==> config.mk <==
export PLATFORM = sky130hd
export DESIGN_NAME = mc_controller
export DESIGN_NICKNAME = d
export VERILOG_FILES = /design/src/rtl/mc_controller.sv
export SDC_FILE = /design/constraint.sdc
export NUM_CORES = 1
export LEC_CHECK = 0
export BUFFER_PORTS_ARGS = -buffer_cell sky130_fd_sc_hd__buf_2
export CORE_MARGIN = 2
export CORE_UTILIZATION = 47
export CTS_BUF_LIST = sky130_fd_sc_hd__clkbuf_8
export DETAILED_ROUTE_END_ITERATION = 12
export PLACE_DENSITY_LB_ADDON = 0.05
export SLEW_MARGIN = 20
export SYNTH_ARGS = -nofsm -noshare
export SYNTH_HDL_FRONTEND = slang
export SYNTH_SLANG_ARGS = --single-unit
==> constraint.sdc <==
create_clock -name clk -period 1.8 [get_ports clk]
set_input_delay 0.27 -clock clk [delete_from_list [all_inputs] [get_ports clk]]
set_output_delay 0.27 -clock clk [all_outputs]
set_load 0.005 [all_outputs]
==> src/rtl/mc_controller.sv <==
// Multi-cycle RISC-V style main controller.
// Moore FSM sequencing fetch/decode/execute/writeback, with memory-handshake
// stalls on MemReady and a sticky trap state for unsupported opcodes.
module mc_controller (
  input  logic       clk,
  input  logic       reset,
  input  logic [6:0] op,
  input  logic       Zero,
  input  logic       MemReady,
  output logic       PCWrite,
  output logic       AdrSrc,
  output logic       IRWrite,
  output logic       RegWrite,
  output logic       MemWrite,
  output logic [1:0] ALUSrcA,
  output logic [1:0] ALUSrcB,
  output logic [1:0] ResultSrc,
  output logic [1:0] ALUOp,
  output logic [1:0] ImmSrc,
  output logic       Illegal,
  output logic       InstrDone,
  output logic [3:0] State
);

  localparam logic [6:0] OpLoad  = 7'b0000011;
  localparam logic [6:0] OpStore = 7'b0100011;
  localparam logic [6:0] OpRType = 7'b0110011;
  localparam logic [6:0] OpIType = 7'b0010011;
  localparam logic [6:0] OpJal   = 7'b1101111;
  localparam logic [6:0] OpBeq   = 7'b1100011;

  typedef enum logic [3:0] {
    StFetch    = 4'd0,
    StDecode   = 4'd1,
    StMemAdr   = 4'd2,
    StMemRead  = 4'd3,
    StMemWb    = 4'd4,
    StMemWrite = 4'd5,
    StExecuteR = 4'd6,
    StExecuteI = 4'd7,
    StAluWb    = 4'd8,
    StJal      = 4'd9,
    StBeq      = 4'd10,
    StIllegal  = 4'd15
  } state_e;

  state_e state_q, state_d;

  // Raw (pre-reset-gating) control values decoded from the current state.
  logic       pc_update;
  logic       branch;
  logic       ir_write_raw;
  logic       reg_write_raw;
  logic       mem_write_raw;
  logic       instr_done_raw;

  // State register; reset forces FETCH immediately.
  always_ff @(posedge clk or negedge reset) begin
    if (!reset) begin
      state_q <= StFetch;
    end else begin
      state_q <= state_d;
    end
  end

  // Next-state logic.
  always_comb begin
    state_d = state_q;
    case (state_q)
      StFetch: begin
        if (MemReady) state_d = StDecode;
      end
      StDecode: begin
        case (op)
          OpLoad, OpStore: state_d = StMemAdr;
          OpRType:         state_d = StExecuteR;
          OpIType:         state_d = StExecuteI;
          OpJal:           state_d = StJal;
          OpBeq:           state_d = StBeq;
          default:         state_d = StIllegal;
        endcase
      end
      StMemAdr: begin
        state_d = (op == OpLoad) ? StMemRead : StMemWrite;
      end
      StMemRead: begin
        if (MemReady) state_d = StMemWb;
      end
      StMemWb:    state_d = StFetch;
      StMemWrite: begin
        if (MemReady) state_d = StFetch;
      end
      StExecuteR: state_d = StAluWb;
      StExecuteI: state_d = StAluWb;
      StAluWb:    state_d = StFetch;
      StJal:      state_d = StAluWb;
      StBeq:      state_d = StFetch;
      StIllegal:  state_d = StIllegal;
      // Unused encodings cannot be reached; recover to FETCH if ever seen.
      default:    state_d = StFetch;
    endcase
  end

  // Per-state datapath controls; everything defaults to 0.
  always_comb begin
    AdrSrc         = 1'b0;
    ALUSrcA        = 2'b00;
    ALUSrcB        = 2'b00;
    ResultSrc      = 2'b00;
    ALUOp          = 2'b00;
    Illegal        = 1'b0;
    pc_update      = 1'b0;
    branch         = 1'b0;
    ir_write_raw   = 1'b0;
    reg_write_raw  = 1'b0;
    mem_write_raw  = 1'b0;
    instr_done_raw = 1'b0;
    case (state_q)
      StFetch: begin
        ir_write_raw = MemReady;
        ALUSrcB      = 2'b10;
        ResultSrc    = 2'b10;
        pc_update    = MemReady;
      end
      StDecode: begin
        ALUSrcA = 2'b01;
        ALUSrcB = 2'b01;
      end
      StMemAdr: begin
        ALUSrcA = 2'b10;
        ALUSrcB = 2'b01;
      end
      StMemRead: begin
        AdrSrc = 1'b1;
      end
      StMemWb: begin
        ResultSrc      = 2'b01;
        reg_write_raw  = 1'b1;
        instr_done_raw = 1'b1;
      end
      StMemWrite: begin
        // Held steady while the memory stalls; completion only on MemReady.
        AdrSrc         = 1'b1;
        mem_write_raw  = 1'b1;
        instr_done_raw = MemReady;
      end
      StExecuteR: begin
        ALUSrcA = 2'b10;
        ALUOp   = 2'b10;
      end
      StExecuteI: begin
        ALUSrcA = 2'b10;
        ALUSrcB = 2'b01;
        ALUOp   = 2'b10;
      end
      StAluWb: begin
        reg_write_raw  = 1'b1;
        instr_done_raw = 1'b1;
      end
      StJal: begin
        ALUSrcA   = 2'b01;
        ALUSrcB   = 2'b10;
        pc_update = 1'b1;
      end
      StBeq: begin
        ALUSrcA        = 2'b10;
        ALUOp          = 2'b01;
        branch         = 1'b1;
        instr_done_raw = 1'b1;
      end
      StIllegal: begin
        Illegal = 1'b1;
      end
      default: begin
      end
    endcase
  end

  // Immediate format follows op directly in every state.
  always_comb begin
    ImmSrc = 2'b00;
    case (op)
      OpStore: ImmSrc = 2'b01;
      OpBeq:   ImmSrc = 2'b10;
      OpJal:   ImmSrc = 2'b11;
      default: ImmSrc = 2'b00;
    endcase
  end

  // Write enables are gated by reset so MemReady cannot leak through FETCH.
  always_comb begin
    PCWrite   = reset & (pc_update | (branch & Zero));
    IRWrite   = reset & ir_write_raw;
    RegWrite  = reset & reg_write_raw;
    MemWrite  = reset & mem_write_raw;
    InstrDone = reset & instr_done_raw;
  end

  assign State = state_q;

endmodule

==> impl_metrics.env, run 1 <==
export IMPL_status="finished clean"
export IMPL_synth_flop_cell="dfrtp_1"
export IMPL_stdcell_count=138
export IMPL_drtAntennaViolNets=0
export IMPL_finalHoldViolations=0
export IMPL_p_clk_share_pct=14.1
export IMPL_report_final_setup_viol=0
export IMPL_combPwrFrac_pct=70.0
export IMPL_cts_root_buf="clkbuf_8"
export IMPL_cts_sinks=4
export IMPL_sw_frac_of_total_pct=45.1
export IMPL_rows=13
export IMPL_ys_ff_latch=4
export IMPL_path_clk_slew_ns=0.03
export IMPL_drv_slew=0
export IMPL_die_h_um=41.3
export IMPL_tritoncts="yes"
export IMPL_area_growth_pct=35.6
export IMPL_intPower_uw=704
export IMPL_grt_pass1_wl_um=2540
export IMPL_num_vias=823
export IMPL_drc=0
export IMPL_dp_hpwl_um=1280
export IMPL_rsz0062_at_grt="false"
export IMPL_avgSynthCellArea_um2=7.18
export IMPL_start_util_pct=50.2
export IMPL_worst_endpoint_arrival_ns=1.43
export IMPL_ir_drop_v=0.000985
export IMPL_portBuffers=31
export IMPL_track_usage_pct=23.0
export IMPL_ys_async_sr_fraction_pct=100
export IMPL_crit_fanout=11
export IMPL_maxCapViolCount=0
export IMPL_seqPwrFrac_pct=15.8
export IMPL_wire_per_inst_um=12.9
export IMPL_fmax_mhz=587
export IMPL_hold_class="in -> reg"
export IMPL_synth_edff_count=0
export IMPL_io_pins=32
export IMPL_yosys_warnings=0
export IMPL_max_slew_margin_rel_pct=75.7
export IMPL_ys_types=43
export IMPL_drt_iter0_markers=27
export IMPL_min_period_ns=1.70
export IMPL_totalWireLength_um=1790
export IMPL_period_share_pct=94.6
export IMPL_power_leakage_nw=0.424
export IMPL_finClkSkew_ns=0.000163
export IMPL_clk_latency_ns=0.21
export IMPL_critPathKind="reg -> out"
export IMPL_drive_above_1_share_pct=40.7
export IMPL_tightest_slew_ns=0.356
export IMPL_antenna_found_initial=0
export IMPL_grt_ovfl_total=0
export IMPL_grt_max_degree=18
export IMPL_diodes=0
export IMPL_cp_start_kind="flip-flop"
export IMPL_core_area_um2=1300
export IMPL_vias_per_cell=5.96
export IMPL_tns_ns=0
export IMPL_syn_cell_area_um2=653
export IMPL_synth_nets=102
export IMPL_switchingPower_uw=579
export IMPL_dp_cells=132
export IMPL_first_pass_iters=4
export IMPL_grt_pass1_vias=554
export IMPL_cp_required_ns=1.53
export IMPL_cts_buffers=3
export IMPL_postLayoutCoreUtil_pct=68.1
export IMPL_gp_congestion=0.750
export IMPL_die_x_um=41.3
export IMPL_syn_inst=91
export IMPL_cp_end_kind="output pin"
export IMPL_htreeDepth=1
export IMPL_seq_area_frac_synth_pct=15.3
export IMPL_die_area_um2=1700
export IMPL_pwr_density_cell_nw_per_um2=1450
export IMPL_nets=136
export IMPL_largest_register_ffs=4
export IMPL_clock_path_buffers=2
-- power groups by stage --
| stage | Clock [mW] | Combinational [mW] | Sequential (mW) |
|---|---|---|---|
| floorplan | 0 | 0.615 | 0.165 |
| global placement | 0 | 0.845 | 0.205 |
| detailed placement | 0 | 0.852 | 0.208 |
| CTS | 0.185 | 0.858 | 0.208 |
| global route | 0.194 | 1.01 | 0.213 |
| finish | 0.181 | 0.898 | 0.203 |
-- cells in the final DEF (no fill, tap or decap), drive strengths merged, types with 2 or more instances in the layout --
cell	instances
a21oi	7
and3	3
buf	37
clkbuf	4
dfrtp	4
inv	2
nand2	10
nand2b	4
nand3	2
nand4	2
nor2	7
nor2b	3
nor3	2
nor3b	3
o21ai	2
o31ai	2
or3b	2
xor2	2
-- worst paths after layout --
kind                                            from                    to  slack, ns  cells past startpoint
max in group asynchronous                      reset  State[3]$_DFFE_PN0P_       1.20                      2
worst max register to register  State[0]$_DFFE_PN0P_  State[0]$_DFFE_PN0P_       0.35                      4
worst min register to register  State[1]$_DFFE_PN0P_  State[0]$_DFFE_PN0P_       0.77                      2
worst min-delay path                           op[4]  State[1]$_DFFE_PN0P_       0.39                      3
min in group asynchronous                      reset  State[0]$_DFFE_PN0P_       0.43                      2
worst max-delay path            State[3]$_DFFE_PN0P_             InstrDone        0.1                      4
-- cell usage after synthesis, types with 2 or more instances --
cell type	count	area, um2
a21oi_1	7	35.0
and3_1	3	18.8
buf_2	7	35.0
clkbuf_1	3	11.3
dfrtp_1	4	100
inv_1	2	7.51
nand2_1	10	37.5
nand2b_1	4	25.0
nand3_1	2	10.0
nand4_1	2	12.5
nor2_1	7	26.3
nor2b_1	3	18.8
nor3_1	2	10.0
nor3b_1	3	22.5
o21ai_0	2	10.0
o31ai_1	2	15.0
xor2_1	2	17.5
-- cell families (layout without fill, tap and decap cells) --
family	Yosys count	in the layout	synth area share (%)
AND/OR/NAND/NOR	47	47	45.4
AO/OA/AOI/OAI	25	25	27.0
buffers and inverters	12	44	8.24
flip-flops	4	4	15.3
XOR/XNOR	3	3	4.02
-- worst max-delay path, cell delays in order (launching register included) --
cell and delay, ns:
dfrtp_2 0.46, or3b_1 0.40, a21oi_1 0.15, o21a_1 0.11
buf_2 0.10
-- layout make-up --
type                       count  area, um2
fill                         116        415
sequential                     4        103
inverter                       2       7.51
multi-input combinational     75        500
clock buffer                   3       41.3
timing repair buffer          39        215
tap                           15       18.8
-- through the flow --
step | instance area, um2 | power, mW | setup WS (ns) | hold slack, ns
3_5_place_dp | 818 | 1.06 | 0.245 | 0.109
5_1_grt | 886 | 1.41 | 0.00732 | 0.407
2_1_floorplan | 653 | 0.780 | 0.308 | -0.0256
4_1_cts | 870 | 1.25 | 0.0170 | 0.392
6_report | 886 | 1.28 | 0.0977 | 0.392
3_3_place_gp | 818 | 1.05 | 0.276 | 0.108
-- what timing repair did --
item,in CTS,in global routing
hold buffers,1,0
endpoints found under the hold margin,4,0
gates resized for setup,0,3
setup buffers,0,2
endpoints found under the setup margin,0,3
-- layer usage --
metal | GRT usage [%] | part of all wire, %
met1 | 31.7 | 47
met2 | 35.5 | 48
met3 | 4.89 | 5.5
met4 | 7.26 | 0
met5 | 0 | 0
Power figures use the tool's default switching activity.
==> run 2: changes to the inputs <==
==> constraint.sdc (replaced) <==
create_clock -name clk -period 1.7 [get_ports clk]
set_input_delay 0.34 -clock clk [delete_from_list [all_inputs] [get_ports clk]]
set_output_delay 0.34 -clock clk [all_outputs]
set_load 0.005 [all_outputs]
==> run 2 against run 1 <==
- power grew 35%
- register-to-register slack got worse by 0.15 ns
- die area did not move
- via count grew 9.7%
- non-clock buffer count up 11
- largest cell class unchanged
- global-route usage grew 1.5 points
- first-iteration DRC count decreased by 19%
- worst setup slack got worse by 0.14 ns
- combinational power grew 46%
- sequential power is 7% higher
- the run now ends with setup timing left
- clock skew grew 0.0041 ns
==> impl_metrics.env, run 2 (synthesis results as in run 1) <==
export IMPL_dp_slack_ns=0.0846
export IMPL_track_usage_pct=24.6
export IMPL_diodes=0
export IMPL_portBuffers=31
export IMPL_die_h_um=41.3
export IMPL_vias_per_cell=6.06
export IMPL_report_final_setup_viol=2
export IMPL_fillers=92
export IMPL_grt_max_degree=19
export IMPL_drt_iter0_markers=22
export IMPL_clk_latency_ns=0.22
export IMPL_drc=0
export IMPL_ir_drop_v=0.00127
export IMPL_mostFrequentLayoutCells="31 x buf_2, 14 x buf_4, 10 x nand2_1"
export IMPL_grt_pass1_wl_um=2730
export IMPL_tritoncts="yes"
export IMPL_io_pins=32
export IMPL_dp_hpwl_um=1310
export IMPL_maxCapViolCount=0
export IMPL_finalHoldViolations=0
export IMPL_area_growth_pct=63.8
export IMPL_htreeDepth=1
export IMPL_clock_path_buffers=2
export IMPL_period_share_pct=103
export IMPL_drv_slew=0
export IMPL_pwr_density_cell_nw_per_um2=1620
export IMPL_power_leakage_nw=0.505
export IMPL_totalWireLength_um=2320
export IMPL_cp_start_kind="flip-flop"
export IMPL_crit_fanout=5
export IMPL_cts_buffers=3
export IMPL_core_area_um2=1300
export IMPL_drtAntennaViolNets=0
export IMPL_tightest_slew_ns=0.382
export IMPL_first_pass_iters=4
export IMPL_num_vias=903
export IMPL_postLayoutCoreUtil_pct=82.2
export IMPL_max_slew_margin_rel_pct=73.9
export IMPL_largest_register_ffs=4
export IMPL_final_area_um2=1070
export IMPL_grt_ovfl_total=0
export IMPL_start_util_pct=50.2
export IMPL_violations="setup timing"
export IMPL_status="finished, violations left"
export IMPL_gp_congestion=0.787
export IMPL_p_total_mw=1.73
export IMPL_hold_class="in -> reg"
export IMPL_grt_pass1_vias=619
export IMPL_critPathKind="reg -> out"
export IMPL_cp_end_kind="output pin"
export IMPL_worst_endpoint_arrival_ns=1.40
export IMPL_fmax_mhz=573
export IMPL_path_clk_slew_ns=0.03
export IMPL_nets=147
export IMPL_finClkSkew_ns=0.00425
export IMPL_wire_per_inst_um=15.6
export IMPL_layout_commonest_cell="buf_2"
export IMPL_cp_required_ns=1.36
export IMPL_tns_ns=-0.0863
export IMPL_setup_ws_ns=-0.0446
export IMPL_cts_sinks=4
export IMPL_die_x_um=41.3
export IMPL_placed_cell_area_um2=848
export IMPL_antenna_found_initial=0
export IMPL_rows=13
export IMPL_rr_worst_depth=6
export IMPL_die_area_um2=1700
export IMPL_min_period_ns=1.74
export IMPL_cts_root_buf="clkbuf_8"
export IMPL_drive_above_1_share_pct=53.0
export IMPL_rsz0062_at_grt="true"
export IMPL_min_path_cells=3
## run 2: cell types whose count changed in the layout (fill, tap and decap cells not counted), sizes merged
cell	before	now
buf	37	48
## run 2: worst max-delay path, stage by stage (launching register included)
cell and delay, ns:
dfrtp_2 0.43, or3b_4 0.41, a21oi_2 0.13, o21a_1 0.11, buf_2 0.10
## run 2: final cells by class
cell class | instances | area (um2) | area share [%]
multi-input combinational | 75 | 566 | 52.9
timing repair buffer | 50 | 333 | 31.1
sequential | 4 | 104 | 9.71
clock buffer | 3 | 41.3 | 3.86
tap | 15 | 18.8 | 1.75
inverter | 2 | 7.51 | 0.702
## run 2: power by group
| group | switching (mW) | internal (mW) |
|---|---|---|
| combinational | 0.642 | 0.668 |
| clock | 0.0538 | 0.151 |
| sequential | 0.0749 | 0.143 |
| total | 0.771 | 0.962 |
## run 2: what timing repair did
item	4_1_cts	5_1_grt
pin swaps	2	5
buffers inserted	2	6
hold buffers	1	0
endpoints found under the setup margin	4	10
gates resized for setup	2	17
endpoints found under the hold margin	4	0
gates cloned	0	1
## run 2: per-layer routing
metal	GRT usage [%]	part of all wire, %	vias to the layer above
met5	0	0	-
met4	4.84	1.6	0
met3	4.89	5.1	4
met2	41.4	51	38
met1	32.1	42	433
li1	-	-	428
## run 2: worst paths after layout
kind	from	to	slack (ns)
min	op[4]	State[1]$_DFFE_PN0P_	0.47
max in group asynchronous	reset	State[2]$_DFFE_PN0P_	0.92
min in group asynchronous	reset	State[3]$_DFFE_PN0P_	0.57
max	State[3]$_DFFE_PN0P_	InstrDone	-0.04
min reg2reg	State[1]$_DFFE_PN0P_	State[3]$_DFFE_PN0P_	0.77
max reg2reg	State[2]$_DFFE_PN0P_	State[0]$_DFFE_PN0P_	0.20
## run 2: per-stage QoR
stage | hold WS [ns] | instances
after detailed placement | 0.179 | 136
after global placement | 0.178 | 136
final | 0.467 | 149
after CTS | 0.467 | 142
after floorplan | 0.0444 | 91
after global routing | 0.491 | 149
==> run 3: changes to the inputs <==
Clock period 1.7 ns to 1.75 ns, I/O delays scaled along.
==> run 3 against run 2 <==
- the run still ends with setup timing left
- worst hold slack improved by 0.022 ns
- combinational power shrank 21%
- clock power shrank 9%
- global-route usage grew 0.28 points
- final cell count fell by 5.4%
- die area did not move
- clock skew is 0.0022 ns lower
- worst setup slack better by 0.016 ns
- first-iteration DRC count fell by 18%
- count of clock-buffer cells in the layout did not move
- flip-flop and latch count did not move
==> impl_metrics.env, run 3 (synthesis results as in run 1) <==
export IMPL_crit_path_start="State[3]$_DFFE_PN0P_"
export IMPL_mostFrequentLayoutCells="31 x buf_2, 10 x nand2_1, 8 x buf_4"
export IMPL_tightest_slew_ns=0.383
export IMPL_drv_slew=0
export IMPL_path_buf_inv=1
export IMPL_drtAntennaViolNets=0
export IMPL_wire_per_inst_um=13.2
export IMPL_power_leakage_nw=0.449
export IMPL_die_area_um2=1700
export IMPL_first_pass_iters=4
export IMPL_diodes=0
export IMPL_cp_top_family="flip-flops"
export IMPL_drc=0
export IMPL_portBuffers=31
export IMPL_r2r_start="State[0]$_DFFE_PN0P_"
export IMPL_nets=139
export IMPL_p_total_mw=1.42
export IMPL_crit_fanout=6
export IMPL_worstSetupEndpoint="InstrDone"
export IMPL_rsz0062_at_grt="true"
export IMPL_start_util_pct=50.2
export IMPL_cp_depth=4
export IMPL_die_h_um=41.3
export IMPL_min_period_ns=1.78
export IMPL_clk_latency_ns=0.21
export IMPL_layout_commonest_cell="buf_2"
export IMPL_vias_per_cell=5.87
export IMPL_die_x_um=41.3
export IMPL_setup_ws_ns=-0.0282
export IMPL_cp_cell_sequence="or3b_4 > a21oi_2 > o21a_1 > buf_2"
export IMPL_worst_endpoint_arrival_ns=1.43
export IMPL_finClkSkew_ns=0.00206
export IMPL_tns_ns=-0.0282
export IMPL_tritoncts="yes"
export IMPL_finalHoldViolations=0
export IMPL_crit_slowest_cell="dfrtp_2"
export IMPL_htreeDepth=1
export IMPL_gp_congestion=0.794
export IMPL_largest_register_ffs=4
export IMPL_drive_above_1_share_pct=46.8
export IMPL_min_path_cells=3
export IMPL_maxCapViolCount=0
export IMPL_max_slew_margin_rel_pct=73.8
export IMPL_track_usage_pct=24.8
export IMPL_report_final_setup_viol=1
export IMPL_grt_pass1_vias=652
export IMPL_hold_class="in -> reg"
export IMPL_grt_max_degree=18
export IMPL_cp_end_kind="output pin"
export IMPL_totalWireLength_um=1870
export IMPL_ir_drop_v=0.00144
export IMPL_path_clk_slew_ns=0.03
export IMPL_antenna_found_initial=0
export IMPL_period_share_pct=102
export IMPL_dp_hpwl_um=1440
export IMPL_r2r_slack_ns=0.32
export IMPL_pwr_density_cell_nw_per_um2=1490
export IMPL_cts_sinks=4
export IMPL_fmax_mhz=562
export IMPL_cts_buffers=3
export IMPL_cp_required_ns=1.40
export IMPL_rows=13
export IMPL_cp_start_kind="flip-flop"
export IMPL_clock_path_buffers=2
export IMPL_drt_iter0_markers=18
export IMPL_cts_root_buf="clkbuf_8"
export IMPL_r2r_end="State[2]$_DFFE_PN0P_"
export IMPL_area_growth_pct=45.2
export IMPL_io_pins=32
export IMPL_critPathKind="reg -> out"
export IMPL_grt_ovfl_total=0
export IMPL_num_vias=827
export IMPL_status="finished, violations left"
export IMPL_core_area_um2=1300
export IMPL_grt_pass1_wl_um=2770
export IMPL_violations="setup timing"
export IMPL_max_stage_delay_ns=0.45
export IMPL_rr_worst_depth=5
## run 3: final cells by class
cell class	instances	area, um2
multi-input cells	75	531
repair buffers	42	248
clock buffers	3	41.3
inverters	2	7.51
well taps	15	18.8
flip-flops and latches	4	103
fillers	119	353
## run 3: worst min path at each step
stage | startpoint | end | slack (ns)
floorplan | reset | State[0]$_DFFE_PN0P_ | 0.05
global placement | reset | State[2]$_DFFE_PN0P_ | 0.19
detailed placement | reset | State[2]$_DFFE_PN0P_ | 0.20
CTS | op[4] | State[1]$_DFFE_PN0P_ | 0.48
global route | op[4] | State[1]$_DFFE_PN0P_ | 0.50
finish | op[4] | State[1]$_DFFE_PN0P_ | 0.49
## run 3: worst reg2reg max path, delay by kind of cell (launching register included)
family / cells / cell delay, ns
flip-flops: 1 / 0.45
buffers and inverters: 1 / 0.20
AND/OR/NAND/NOR: 1 / 0.18
AO/OA/AOI/OAI: 3 / 0.46
## run 3: routing by layer
layer	wire length, um	global-route usage, %
met5	0	0
met4	0	4.84
met3	116	4.89
met2	935	44.9
met1	816	30.0
## run 3: timing repair
| item | 4_1_cts | 5_1_grt |
|---|---|---|
| gates resized for setup | 4 | 7 |
| hold buffers | 1 | 0 |
| buffers inserted | 1 | 0 |
| setup endpoints to repair | 3 | 4 |
| hold endpoints to repair | 4 | 0 |
## run 3: where the power goes
part | switching [mW] | internal [mW] | leakage (nW)
logic | 0.519 | 0.508 | 0.379
registers | 0.0669 | 0.137 | 0.0482
clock network | 0.0406 | 0.146 | 0.0216
## run 3: per-stage QoR
stage | std cells | setup slack, ns | hold WS (ns) | instance area [um2] | utilization, %
after CTS | 141 | 0.0151 | 0.481 | 916 | 70.4
after floorplan | 91 | 0.178 | 0.0544 | 653 | -
final | 141 | -0.0282 | 0.488 | 948 | 72.9
after detailed placement | 136 | 0.0918 | 0.196 | 848 | 65.2
after global routing | 141 | -0.0649 | 0.499 | 948 | 72.9
after global placement | 136 | 0.136 | 0.189 | 848 | 65.2
